===== config.mk =====
export PLATFORM = sky130hd
export DESIGN_NAME = stage3_ex
export DESIGN_NICKNAME = d
export VERILOG_FILES = /design/src/rtl/stage3_ex_pkg.sv /design/src/rtl/stage3_ex_alu.sv /design/src/rtl/stage3_ex.sv
export SDC_FILE = /design/constraint.sdc
export NUM_CORES = 1
export LEC_CHECK = 0
export BUFFER_PORTS_ARGS = -buffer_cell sky130_fd_sc_hd__buf_2
export CORE_AREA = 2 2 228 230
export CTS_CLUSTER_SIZE = 10
export DETAILED_ROUTE_END_ITERATION = 16
export DIE_AREA = 0 0 230 232
export PLACE_DENSITY = 0.67
export SLEW_MARGIN = 10
export SYNTH_ARGS = -nofsm -noshare
export SYNTH_HDL_FRONTEND = slang
export SYNTH_HIERARCHICAL = 1
export SYNTH_SLANG_ARGS = --single-unit

===== constraint.sdc =====
create_clock -name clk -period 8.3 [get_ports clk]
set_input_delay 1.245 -clock clk [delete_from_list [all_inputs] [get_ports clk]]
set_output_delay 1.245 -clock clk [all_outputs]
set_load 0.02 [all_outputs]

===== src/rtl/stage3_ex_pkg.sv =====
// stage3_ex_pkg - bus widths, field offsets, op encodings for the execute stage
package stage3_ex_pkg;
    // Bus widths
    localparam int DS_ES_W = 242;
    localparam int ES_MS_W = 212;
    localparam int ES_DS_W = 55;

    // decode -> EX payload field offsets (LSB positions)
    localparam int DS_PC        = 0;    // 32
    localparam int DS_ALU_OP    = 32;   // 12
    localparam int DS_SRC1      = 44;   // 32
    localparam int DS_SRC2      = 76;   // 32
    localparam int DS_RKD       = 108;  // 32
    localparam int DS_GR_WE     = 140;  // 1
    localparam int DS_DEST      = 141;  // 5
    localparam int DS_LD_OP     = 146;  // 5
    localparam int DS_ST_OP     = 151;  // 3
    localparam int DS_CSR       = 154;  // 1
    localparam int DS_CSR_WRITE = 155;  // 1
    localparam int DS_CSR_NUM   = 156;  // 14
    localparam int DS_CSR_WMASK = 170;  // 32
    localparam int DS_EX        = 202;  // 1
    localparam int DS_ECODE     = 203;  // 6
    localparam int DS_ERTN      = 209;  // 1
    localparam int DS_VADDR     = 210;  // 32

    // EX -> MEM payload field offsets
    localparam int MS_PC        = 0;
    localparam int MS_RESULT    = 32;
    localparam int MS_GR_WE     = 64;
    localparam int MS_DEST      = 65;
    localparam int MS_LD_OP     = 70;
    localparam int MS_FROM_MEM  = 75;
    localparam int MS_UNALIGNED = 76;
    localparam int MS_CSR       = 78;
    localparam int MS_CSR_WRITE = 79;
    localparam int MS_CSR_NUM   = 80;
    localparam int MS_CSR_WMASK = 94;
    localparam int MS_RKD       = 126;
    localparam int MS_EX        = 158;
    localparam int MS_ALE       = 159;
    localparam int MS_ECODE     = 160;
    localparam int MS_ERTN      = 166;
    localparam int MS_VADDR     = 180;

    // ld_op one-hot bits
    localparam int LD_B  = 0;
    localparam int LD_H  = 1;
    localparam int LD_W  = 2;
    localparam int LD_BU = 3;
    localparam int LD_HU = 4;

    // st_op one-hot bits
    localparam int ST_W = 0;
    localparam int ST_B = 1;
    localparam int ST_H = 2;

    // Access size encodings
    localparam logic [1:0] SIZE_B = 2'd0;
    localparam logic [1:0] SIZE_H = 2'd1;
    localparam logic [1:0] SIZE_W = 2'd2;

    // alu_op one-hot bits
    localparam int ALU_ADD  = 0;
    localparam int ALU_SUB  = 1;
    localparam int ALU_SLT  = 2;
    localparam int ALU_SLTU = 3;
    localparam int ALU_AND  = 4;
    localparam int ALU_NOR  = 5;
    localparam int ALU_OR   = 6;
    localparam int ALU_XOR  = 7;
    localparam int ALU_SLL  = 8;
    localparam int ALU_SRL  = 9;
    localparam int ALU_SRA  = 10;
    localparam int ALU_LUI  = 11;
endpackage


===== src/rtl/stage3_ex_alu.sv =====
// stage3_ex_alu - one-hot selected 32-bit ALU
// Ports: alu_op (one-hot, 12), src1, src2 -> result. No op selected gives 0.
module stage3_ex_alu
    import stage3_ex_pkg::*;
(
    input  logic [11:0] alu_op,
    input  logic [31:0] src1,
    input  logic [31:0] src2,
    output logic [31:0] result
);
    logic [31:0] sum;
    logic [31:0] diff;
    logic        slt;

    assign sum  = src1 + src2;
    assign diff = src1 - src2;
    // Signed compare: sign bits differ -> src1 negative wins, else sign of diff
    assign slt  = (src1[31] != src2[31]) ? src1[31] : diff[31];

    always_comb begin
        result = 32'h0;
        if (alu_op[ALU_ADD])  result = result | sum;
        if (alu_op[ALU_SUB])  result = result | diff;
        if (alu_op[ALU_SLT])  result = result | {31'h0, slt};
        if (alu_op[ALU_SLTU]) result = result | {31'h0, (src1 < src2)};
        if (alu_op[ALU_AND])  result = result | (src1 & src2);
        if (alu_op[ALU_NOR])  result = result | ~(src1 | src2);
        if (alu_op[ALU_OR])   result = result | (src1 | src2);
        if (alu_op[ALU_XOR])  result = result | (src1 ^ src2);
        if (alu_op[ALU_SLL])  result = result | (src1 << src2[4:0]);
        if (alu_op[ALU_SRL])  result = result | (src1 >> src2[4:0]);
        if (alu_op[ALU_SRA])  result = result | 32'($signed(src1) >>> src2[4:0]);
        if (alu_op[ALU_LUI])  result = result | src2;
    end
endmodule


===== src/rtl/stage3_ex.sv =====
// stage3_ex - execute stage: ALU, alignment check, data SRAM request
// Ports: clk/reset (sync, active-high); ertn_flush/wb_ex flush; pipeline
// handshake ms_allow_in/es_allow_in/ds_to_es_valid/es_to_ms_valid; payload
// buses ds_to_es_bus, es_to_ms_bus, es_to_ds_bus; if_ms_ex; data_sram_* request.
module stage3_ex
    import stage3_ex_pkg::*;
(
    input  logic                clk,
    input  logic                reset,
    input  logic                ertn_flush,
    input  logic                wb_ex,
    input  logic                ms_allow_in,
    output logic                es_allow_in,
    input  logic                ds_to_es_valid,
    output logic                es_to_ms_valid,
    input  logic [DS_ES_W-1:0]  ds_to_es_bus,
    output logic [ES_MS_W-1:0]  es_to_ms_bus,
    output logic [ES_DS_W-1:0]  es_to_ds_bus,
    input  logic                if_ms_ex,
    output logic                data_sram_req,
    output logic                data_sram_wr,
    output logic [1:0]          data_sram_size,
    output logic [3:0]          data_sram_wstrb,
    output logic [31:0]         data_sram_addr,
    output logic [31:0]         data_sram_wdata,
    input  logic                data_sram_addr_ok
);
    logic               es_valid;
    logic               req_done;
    logic [DS_ES_W-1:0] payload;

    logic [31:0] pc, src1, src2, rkd, csr_wmask, vaddr_in, result, addr;
    logic [11:0] alu_op;
    logic [4:0]  dest, ld_op;
    logic [2:0]  st_op;
    logic [13:0] csr_num;
    logic [5:0]  ecode;
    logic        gr_we, csr, csr_write, ex_in, ertn;
    logic        mem_op, is_word, is_half, ale, es_ex, cancel, flush;
    logic        es_ready_go, handoff, accepted;
    logic [31:0] vaddr;

    assign pc        = payload[DS_PC +: 32];
    assign alu_op    = payload[DS_ALU_OP +: 12];
    assign src1      = payload[DS_SRC1 +: 32];
    assign src2      = payload[DS_SRC2 +: 32];
    assign rkd       = payload[DS_RKD +: 32];
    assign gr_we     = payload[DS_GR_WE];
    assign dest      = payload[DS_DEST +: 5];
    assign ld_op     = payload[DS_LD_OP +: 5];
    assign st_op     = payload[DS_ST_OP +: 3];
    assign csr       = payload[DS_CSR];
    assign csr_write = payload[DS_CSR_WRITE];
    assign csr_num   = payload[DS_CSR_NUM +: 14];
    assign csr_wmask = payload[DS_CSR_WMASK +: 32];
    assign ex_in     = payload[DS_EX];
    assign ecode     = payload[DS_ECODE +: 6];
    assign ertn      = payload[DS_ERTN];
    assign vaddr_in  = payload[DS_VADDR +: 32];

    stage3_ex_alu u_alu (
        .alu_op (alu_op),
        .src1   (src1),
        .src2   (src2),
        .result (result)
    );

    assign addr    = result;
    assign mem_op  = (|ld_op) | (|st_op);
    assign is_word = ld_op[LD_W] | st_op[ST_W];
    assign is_half = ld_op[LD_H] | ld_op[LD_HU] | st_op[ST_H];
    assign ale     = (is_word & (addr[1:0] != 2'b00)) | (is_half & addr[0]);
    assign es_ex   = ex_in | ale;
    assign vaddr   = ale ? addr : vaddr_in;

    assign flush    = ertn_flush | wb_ex;
    assign cancel   = es_ex | if_ms_ex | flush;

    assign data_sram_req = es_valid & mem_op & ~req_done & ~cancel;
    assign accepted      = data_sram_req & data_sram_addr_ok;

    // An excepting instruction (own or older in MEM) moves on without memory
    assign es_ready_go    = ~mem_op | req_done | accepted | es_ex | if_ms_ex;
    assign es_allow_in    = ~es_valid | (es_ready_go & ms_allow_in);
    assign es_to_ms_valid = es_valid & es_ready_go & ~flush;
    assign handoff        = es_to_ms_valid & ms_allow_in;

    always_ff @(posedge clk) begin
        if (reset || flush) begin
            es_valid <= 1'b0;
        end else if (es_allow_in) begin
            es_valid <= ds_to_es_valid;
        end
    end

    always_ff @(posedge clk) begin
        if (reset || flush) begin
            payload <= '0;
        end else if (ds_to_es_valid && es_allow_in) begin
            payload <= ds_to_es_bus;
        end
    end

    // Handoff takes priority: an instruction accepted and handed off in the
    // same cycle leaves no pending state behind.
    always_ff @(posedge clk) begin
        if (reset || flush || handoff) begin
            req_done <= 1'b0;
        end else if (accepted) begin
            req_done <= 1'b1;
        end
    end

    assign data_sram_wr   = |st_op;
    assign data_sram_addr = addr;

    always_comb begin
        data_sram_size  = SIZE_B;
        data_sram_wstrb = 4'h0;
        data_sram_wdata = 32'h0;
        if (is_word)      data_sram_size = SIZE_W;
        else if (is_half) data_sram_size = SIZE_H;
        if (st_op[ST_W]) begin
            data_sram_wstrb = 4'hF;
            data_sram_wdata = rkd;
        end else if (st_op[ST_H]) begin
            data_sram_wstrb = 4'b0011 << {addr[1], 1'b0};
            data_sram_wdata = {2{rkd[15:0]}};
        end else if (st_op[ST_B]) begin
            data_sram_wstrb = 4'b0001 << addr[1:0];
            data_sram_wdata = {4{rkd[7:0]}};
        end
    end

    assign es_to_ms_bus = {vaddr, 13'h0, ertn, ecode, ale, es_ex, rkd, csr_wmask,
                           csr_num, csr_write, csr, addr[1:0], |ld_op, ld_op,
                           dest, gr_we, result, pc};

    assign es_to_ds_bus = {es_valid & gr_we, dest, result, |ld_op, csr_write,
                           csr_num, csr};
endmodule


# Word level (Yosys, flattened, before mapping)
# Cells that the tools add are included.
# W data, S select, Z words.
[op_classes]
n_addsub = 2
n_lt_le_gt_ge = 1
n_eq_ne = 1
n_shift = 5
mux = 22
bitwise = 45
reduce_logical = 6
[ops]
columns = ["op", "count"]
rows = [
  ["$mux W32", 16],
  ["$or A32 B32 Y32", 10],
  ["$or A32 B1 Y32", 2],
  ["$add A32 B32 Y32", 1],
  ["$and A32 B32 Y32", 1],
  ["$lt A32 B32 Y1", 1],
  ["$not A32 Y32", 1],
  ["$shl A32 B5 Y32", 1],
  ["$shr A32 B5 Y32", 1],
  ["$sshr A32 B5 Y32", 1],
  ["$sub A32 B32 Y32", 1],
  ["$xor A32 B32 Y32", 1],
  ["$or A1 B1 Y1", 14],
  ["$mux W4", 3],
  ["$and A1 B1 Y1", 11],
  ["$not A1 Y1", 5],
  ["$reduce_or A5 Y1", 1],
  ["$shl A1 B2 Y4 const A", 1],
  ["$shl A2 B2 Y4 const A", 1],
  ["$reduce_or A3 Y1", 1],
  ["$logic_or A1 B1 Y1", 2],
  ["$mux W1", 2],
  ["$mux W2", 1],
  ["$reduce_bool A2 Y1", 1],
  ["2 further kinds", 2],
]
[word_totals]
regBits = 244
input_bits = 250
wordCells = 85

# Depth between registers and ports, before layout
[depth]
word_depth = 40
mapped_depth = 27
ltp_nobuf = 20

# By module
# The synthesis kept the hierarchy.
[by_module_without_submodules]
columns = ["mod", "instances", "cells_per_inst", "area_per_inst_um2", "seq_area_each_um2"]
rows = [
  ["stage3_ex", 1, 1516, 12492.0, 4884.7],
  ["stage3_ex_alu", 1, 1243, 9014.9, 0.0],
]

# Worst setup path before layout
# No wires, ideal clock.
[synth_path]
kind = "reg2out"
from = "register payload[78]"
to = "output port es_to_ms_bus[182]"
arrival_time_ns = 5.407
t_required_ns = 7.055
path_slack_ns = 1.648
path_stages_with_launch = 26
path_buffers = 6
path_cell_list = "dfxtp_1 clkbuf_1 inv_2 buf_2 buf_1 buf_1 ha_1 buf_2 nor4_1 nand2_1 nand3_1 a2111oi_2 o21ai_1 a2bb2oi_1 a21oi_1 o22ai_1 fa_1 a222oi_1 nand4_1 a21oi_1 o21ai_0 inv_1 o2bb2ai_4 clkbuf_1 nand2_1 nand2_1"
[synth_via]
elab_chain_cells = 26
[synth_lines]
columns = ["element", "line_no", "text"]
rows = [
  ["start, declared", "stage3_ex.sv:30", "logic [DS_ES_W-1:0] payload;"],
  ["start signal, assigned", "stage3_ex.sv:100", "payload <= ds_to_es_bus;"],
  ["$sub A32 B32 Y32", "stage3_ex_alu.sv:16", "assign diff = src1 - src2;"],
  ["$mux W1", "stage3_ex_alu.sv:18", "assign slt = (src1[31] != src2[31]) ? src1[31] : diff[31];"],
  ["$or A32 B1 Y32", "stage3_ex_alu.sv:24", "if (alu_op[ALU_SLT]) result = result | {31'h0, slt};"],
  ["$mux W32", "stage3_ex_alu.sv:24", ""],
  ["$or A32 B1 Y32", "stage3_ex_alu.sv:25", "if (alu_op[ALU_SLTU]) result = result | {31'h0, (src1 < src2)};"],
  ["$mux W32", "stage3_ex_alu.sv:25", ""],
  ["$or A32 B32 Y32", "stage3_ex_alu.sv:26", "if (alu_op[ALU_AND]) result = result | (src1 & src2);"],
  ["$mux W32", "stage3_ex_alu.sv:26", ""],
  ["[11 not listed]", "-", ""],
  ["$mux W32 (*)", "stage3_ex_alu.sv:32", "if (alu_op[ALU_SRA]) result = result | 32'($signed(src1) >>> src2[4:0]);"],
  ["$or A32 B32 Y32", "stage3_ex_alu.sv:33", "if (alu_op[ALU_LUI]) result = result | src2;"],
  ["$mux W32 (*)", "stage3_ex_alu.sv:33", ""],
  ["named net data_sram_addr[0]", "stage3_ex.sv:24", "output logic [31:0] data_sram_addr,"],
  ["$reduce_bool A2 Y1", "stage3_ex.sv:72", "assign ale = (is_word & (addr[1:0] != 2'b00)) | (is_half & addr[0]);"],
  ["$and A1 B1 Y1", "stage3_ex.sv:72", ""],
  ["$or A1 B1 Y1 (*)", "stage3_ex.sv:72", ""],
  ["$mux W32 (*)", "stage3_ex.sv:74", "assign vaddr = ale ? addr : vaddr_in;"],
  ["end, declared", "stage3_ex.sv:17", "output logic [ES_MS_W-1:0] es_to_ms_bus,"],
]
# Mark *: on every way through the listed nets, which the timed path passes. The rest lies on a longest branch.

# Worst setup path after layout
[layout_path]
from = "register payload[77]"
to = "output port es_to_ms_valid"
[layout_via]
elab_chain_cells = 38
[layout_lines]
columns = ["element", "line_no", "text"]
rows = [
  ["$add A32 B32 Y32", "stage3_ex_alu.sv:15", "assign sum = src1 + src2;"],
  ["$mux W32", "stage3_ex_alu.sv:22", "if (alu_op[ALU_ADD]) result = result | sum;"],
  ["$or A32 B32 Y32", "stage3_ex_alu.sv:23", "if (alu_op[ALU_SUB]) result = result | diff;"],
  ["$mux W32", "stage3_ex_alu.sv:23", ""],
  ["$or A32 B1 Y32", "stage3_ex_alu.sv:24", ""],
  ["$mux W32", "stage3_ex_alu.sv:24", ""],
  ["$or A32 B1 Y32", "stage3_ex_alu.sv:25", ""],
  ["$mux W32", "stage3_ex_alu.sv:25", ""],
  ["[19 not listed]", "-", ""],
  ["$or A1 B1 Y1 (*)", "stage3_ex.sv:73", "assign es_ex = ex_in | ale;"],
  ["$or A1 B1 Y1 (2 in a row)", "stage3_ex.sv:77", "assign cancel = es_ex | if_ms_ex | flush;"],
  ["$not A1 Y1", "stage3_ex.sv:79", "assign data_sram_req = es_valid & mem_op & ~req_done & ~cancel;"],
  ["$and A1 B1 Y1", "stage3_ex.sv:79", ""],
  ["$and A1 B1 Y1", "stage3_ex.sv:80", "assign accepted = data_sram_req & data_sram_addr_ok;"],
  ["$or A1 B1 Y1", "stage3_ex.sv:83", "assign es_ready_go = ~mem_op | req_done | accepted | es_ex | if_ms_ex;"],
  ["$or A1 B1 Y1 (*) (2 in a row)", "stage3_ex.sv:83", ""],
  ["$and A1 B1 Y1 (*) (2 in a row)", "stage3_ex.sv:85", "assign es_to_ms_valid = es_valid & es_ready_go & ~flush;"],
  ["end, declared", "stage3_ex.sv:15", "output logic es_to_ms_valid,"],
]
# Every way passes the cells marked *; elsewhere a longest branch is shown, timed or not.

==> impl_summary.txt <==
----------------------------------------------------
[Job]
  Number of max-cap violations ... 0

[Route]
  Routed Antenna Nets ... 0
  Detailed-route wire length ... 89700 um
  Detailed router's first-iteration violation count ... 2221
  Total vias in the final route ... 21087
  Routed wire per std cell ... 24.3 um
  Remaining DRCs ... 0
  Via-per-instance ratio ... 5.71
  First-pass iteration count of the detailed router ... 9

[CTS]
  Count of H-tree levels built during CTS ... 1
  Number of buffers created by CTS ... 31
  Hold-fix buffer count after cts ... 0
  Max Buffers Root-to-Sink ... 3
  CTS sink count ... 244
  Clock insertion delay at the later pin of the skew report ... 620 ps
  Clock-pin slew reported for the worst setup and hold paths after clock tree synthesis ... 60 ps
  TritonCTS clock tree ... built
  Total setup buffers inserted after CTS ... 0
  Count of cells resized by post-cts repair ... 0
  Clock root buffer ... sky130_fd_sc_hd__clkbuf_16

[Synthesis]
  Post-synth EDFFs ... 0
  Seq/Total Area, Yosys ... 22.7%
  Distinct cells, synth ... 92
  Prevailing post-synth register cell ... sky130_fd_sc_hd__dfxtp_1
  Number of instances in the synthesized netlist ... 2759
  Yosys warnings ... 6
  Synthesized cell area ... 21500 sq um
  Synthesized-area fraction occupied by ao, oa, aoi and oai cells ... 15.5%
  Largest family of logic cells by synthesized area ... multiplexers
  Flip-flop and latch count after synthesis ... 244
  Adder-Cell Fraction of Synth Area ... 5.92%
  Average cell area after synthesis ... 7.80 sq um
  Mux contribution to synthesized area ... 20.7%
  Proportion of register bits with asynchronous set or reset after synthesis ... 0%
  Area fraction in and, or, nand and nor cells after synthesis ... 19.0%
  Parity-gate share of the synthesized area counting xor and xnor cells ... 1.14%

[Global route]
  Number of antenna violations at the first check in global routing ... 23
  Number of global-route vias before repair ... 19386
  GR Util All Layers ... 32.1%
  First-pass GRT wire length ... 129000 um
  Pin count of the biggest net entering global routing ... 212
  Remaining global-route overflow ... 0

[Worst setup path]
  Setup Crit Path Kind ... flip-flop to primary output
  Startpoint type of the worst setup path ... flip-flop
  Origin of the critical flop-to-flop path ... payload[52]
  Crit path required time ... 7050 ps
  Depth of the worst register-to-register path ... 21
  Source of the critical timing path ... payload[77]
  Critical Path End Type ... primary output
  Setup slack of the most critical reg-to-reg path ... 1420 ps
  Capture point of the worst reg-to-reg path ... payload[112]
  Data arrival time at the worst-slack endpoint ... 6460 ps
  Endpoint of the worst setup timing path ... es_to_ms_valid
  CP max FO ... 41

[Finish]
  Fraction of final layout cells sized beyond drive strength 1 ... 25.5%
  Layout Nets ... 3345
  Leading cell type in the layout, fill and taps excluded ... sky130_fd_sc_hd__nand2_1
  Multi-input combinational cell area ... 13500 sq um
  Area delta synth->final ... 10.9%
  Flip-flop and latch area ... 4890 sq um
  Highest-count cells in the layout ignoring fill and taps ... sky130_fd_sc_hd__nand2_1 (700), sky130_fd_sc_hd__buf_2 (577), sky130_fd_sc_hd__mux2i_1 (322)
  Count of filler cells inserted in the layout ... 5269
  Area of all placed cells without fillers ... 23800 sq um

[Placed design]
  Post-placement cell area ... 22900 sq um
  IO Port Bufs ... 577
  Final weighted congestion in routability-driven placement ... 1.03
  Hpwl dp ... 69300 um

[Timing]
  Clock tree skew after final layout ... 27.9 ps
  Final number of max-transition violations ... 0
  Post-layout minimum cycle time ... 7700 ps
  Setup Viol. Count Final ... 0
  F_max ... 130 MHz
  Number of hold violations in the final report ... 0
  Setup TNS after final layout ... 0 ps
  Final worst path period share ... 92.8%
  Slew headroom ... 17.5%
  Setup repair after global routing missed its margin ... false
  Least-Margin Pin Slew ... 1210 ps

[Die]
  Die extent in x ... 230 um
  Initial cell density of the core ... 42.3%
  Placeable Area ... 50900 sq um
  Site Rows ... 83
  Number of top-level pins ... 591
  Die Footprint ... 53400 sq um
  Vertical extent of the die ... 232 um

[Outcome]
  Result of the run ... finished clean

[Hold path]
  Type of the most critical hold path ... flip-flop to flip-flop

[Power]
  Worst-case vdd ir drop ... 0.162 mV
  Leak pwr ... 0.0111 uW
  Pwr dens ... 131 nW/um^2

----------------------------------------------------
## sequential cells by signal, indices dropped and copies added (netlist names)
signal	cells
es_valid	1
req_done	1
payload	242
## synth_stat cells (all sizes together), types with 5 or more instances
cell     count  area [sq um]
o221ai       7          61.3
or3          9          56.3
o2111ai     12           105
nand3       28           140
a211o       11          98.9
a31oi        9          56.3
nor3b        5          37.5
or2          7          43.8
ha          97          1210
a222oi      30           300
mux4        44           991
mux2i      322          3220
and2        10          62.6
xnor2       23           201
o211ai      18           135
nand2      701          2630
a221oi      15           131
clkbuf     125           473
nor2       141           529
o31ai       11          87.6
o31a         5          43.8
a211oi      22           178
a22oi        7          52.6
a21o        15           113
a21boi       5          37.5
dfxtp      244          4880
inv        110           413
o22ai       13          81.3
buf        305          2330
o21ai       92           460
o2bb2ai      5          62.6
xor2         5          43.8
nor3        32           188
nor4         5          31.3
and3         8          50.1
nor2b       17           106
or4          7          56.3
mux2        22           248
o21bai      16           120
a21oi      109           549
nand4       12          75.1
a221o       13           131
nand2b       5          31.3
## metal layers
layer  global-route usage, %  routed length [um]  vias to the layer above
li1                        -                   -                     9787
met3                    7.23                8470                      233
met5                       0                 162                        -
met1                    40.0               34700                     9911
met2                    51.7               40900                     1132
met4                    16.9                5520                       24
## per-stage QoR
| stage | utilization, % | setup slack, ps | power (uW) | std cells | hold WS [ps] |
|---|---|---|---|---|---|
| 4_1_cts | 46.8 | 501 | 3140 | 3691 | 457 |
| 3_3_place_gp | 45.0 | 1350 | 1850 | 3642 | 442 |
| 3_5_place_dp | 45.0 | 1190 | 1850 | 3642 | 449 |
| 6_report | 46.9 | 597 | 3120 | 3696 | 455 |
| 5_1_grt | 46.8 | 40.1 | 3230 | 3692 | 474 |
| 2_1_floorplan | - | 1650 | 1690 | 2771 | 433 |
## critical path: stages (launching register included)
cell                        delay (ps)
sky130_fd_sc_hd__dfxtp_4           710
sky130_fd_sc_hd__inv_1             280
sky130_fd_sc_hd__ha_1              410
sky130_fd_sc_hd__o21bai_1          130
sky130_fd_sc_hd__nand2_1            80
sky130_fd_sc_hd__nand3_1           240
sky130_fd_sc_hd__a2111oi_2         560
sky130_fd_sc_hd__o21ai_1           170
sky130_fd_sc_hd__buf_4             200
sky130_fd_sc_hd__a2bb2oi_1         280
sky130_fd_sc_hd__a21oi_1           120
sky130_fd_sc_hd__o22ai_1           170
sky130_fd_sc_hd__fa_1              200
sky130_fd_sc_hd__a222oi_1           80
sky130_fd_sc_hd__nand4_1           130
sky130_fd_sc_hd__a21oi_1            50
sky130_fd_sc_hd__o21ai_1           250
sky130_fd_sc_hd__inv_1             170
sky130_fd_sc_hd__o2bb2ai_4         400
sky130_fd_sc_hd__and3_1            350
sky130_fd_sc_hd__a21boi_0          550
sky130_fd_sc_hd__buf_2             280
## how the worst min path moves through the flow
stage / cells after the start / start / slack, ps / to
5_1_grt: 2 / payload[229] / 470 / payload[229]
4_1_cts: 2 / payload[200] / 460 / payload[200]
3_5_place_dp: 2 / payload[177] / 450 / payload[177]
6_report: 2 / payload[26] / 460 / payload[26]
2_1_floorplan: 2 / payload[35] / 430 / payload[35]
3_3_place_gp: 2 / payload[15] / 440 / payload[15]
## area by class of cell
type	count	area share, %
clock buffers	43	3.74
diodes	5	0.0525
repair buffers	621	13.7
well taps	680	3.57
clock inverters	6	0.199
multi-input cells	1987	56.5
inverters	110	1.73
flip-flops and latches	244	20.5
## power breakdown
group / internal, uW / switching [uW] / leakage, uW
Combinational: 228 / 386 / 0.00871
Sequential: 1190 / 29.3 / 0.00198
Clock: 737 / 548 / 0.000464
Total: 2160 / 963 / 0.0111
## kinds of logic (layout without fill, tap and decap cells)
| kind of cell | Yosys count | after routing |
|---|---|---|
| flip-flops | 244 | 244 |
| AO/OA/AOI/OAI | 465 | 465 |
| buffers and inverters | 540 | 780 |
| XOR/XNOR | 28 | 28 |
| AND/OR/NAND/NOR | 993 | 993 |
| multiplexers | 388 | 388 |
| adder cells (fa/ha/maj) | 100 | 100 |
| other | 1 | 18 |
Note: power is estimated with default switching activity, not from simulation.
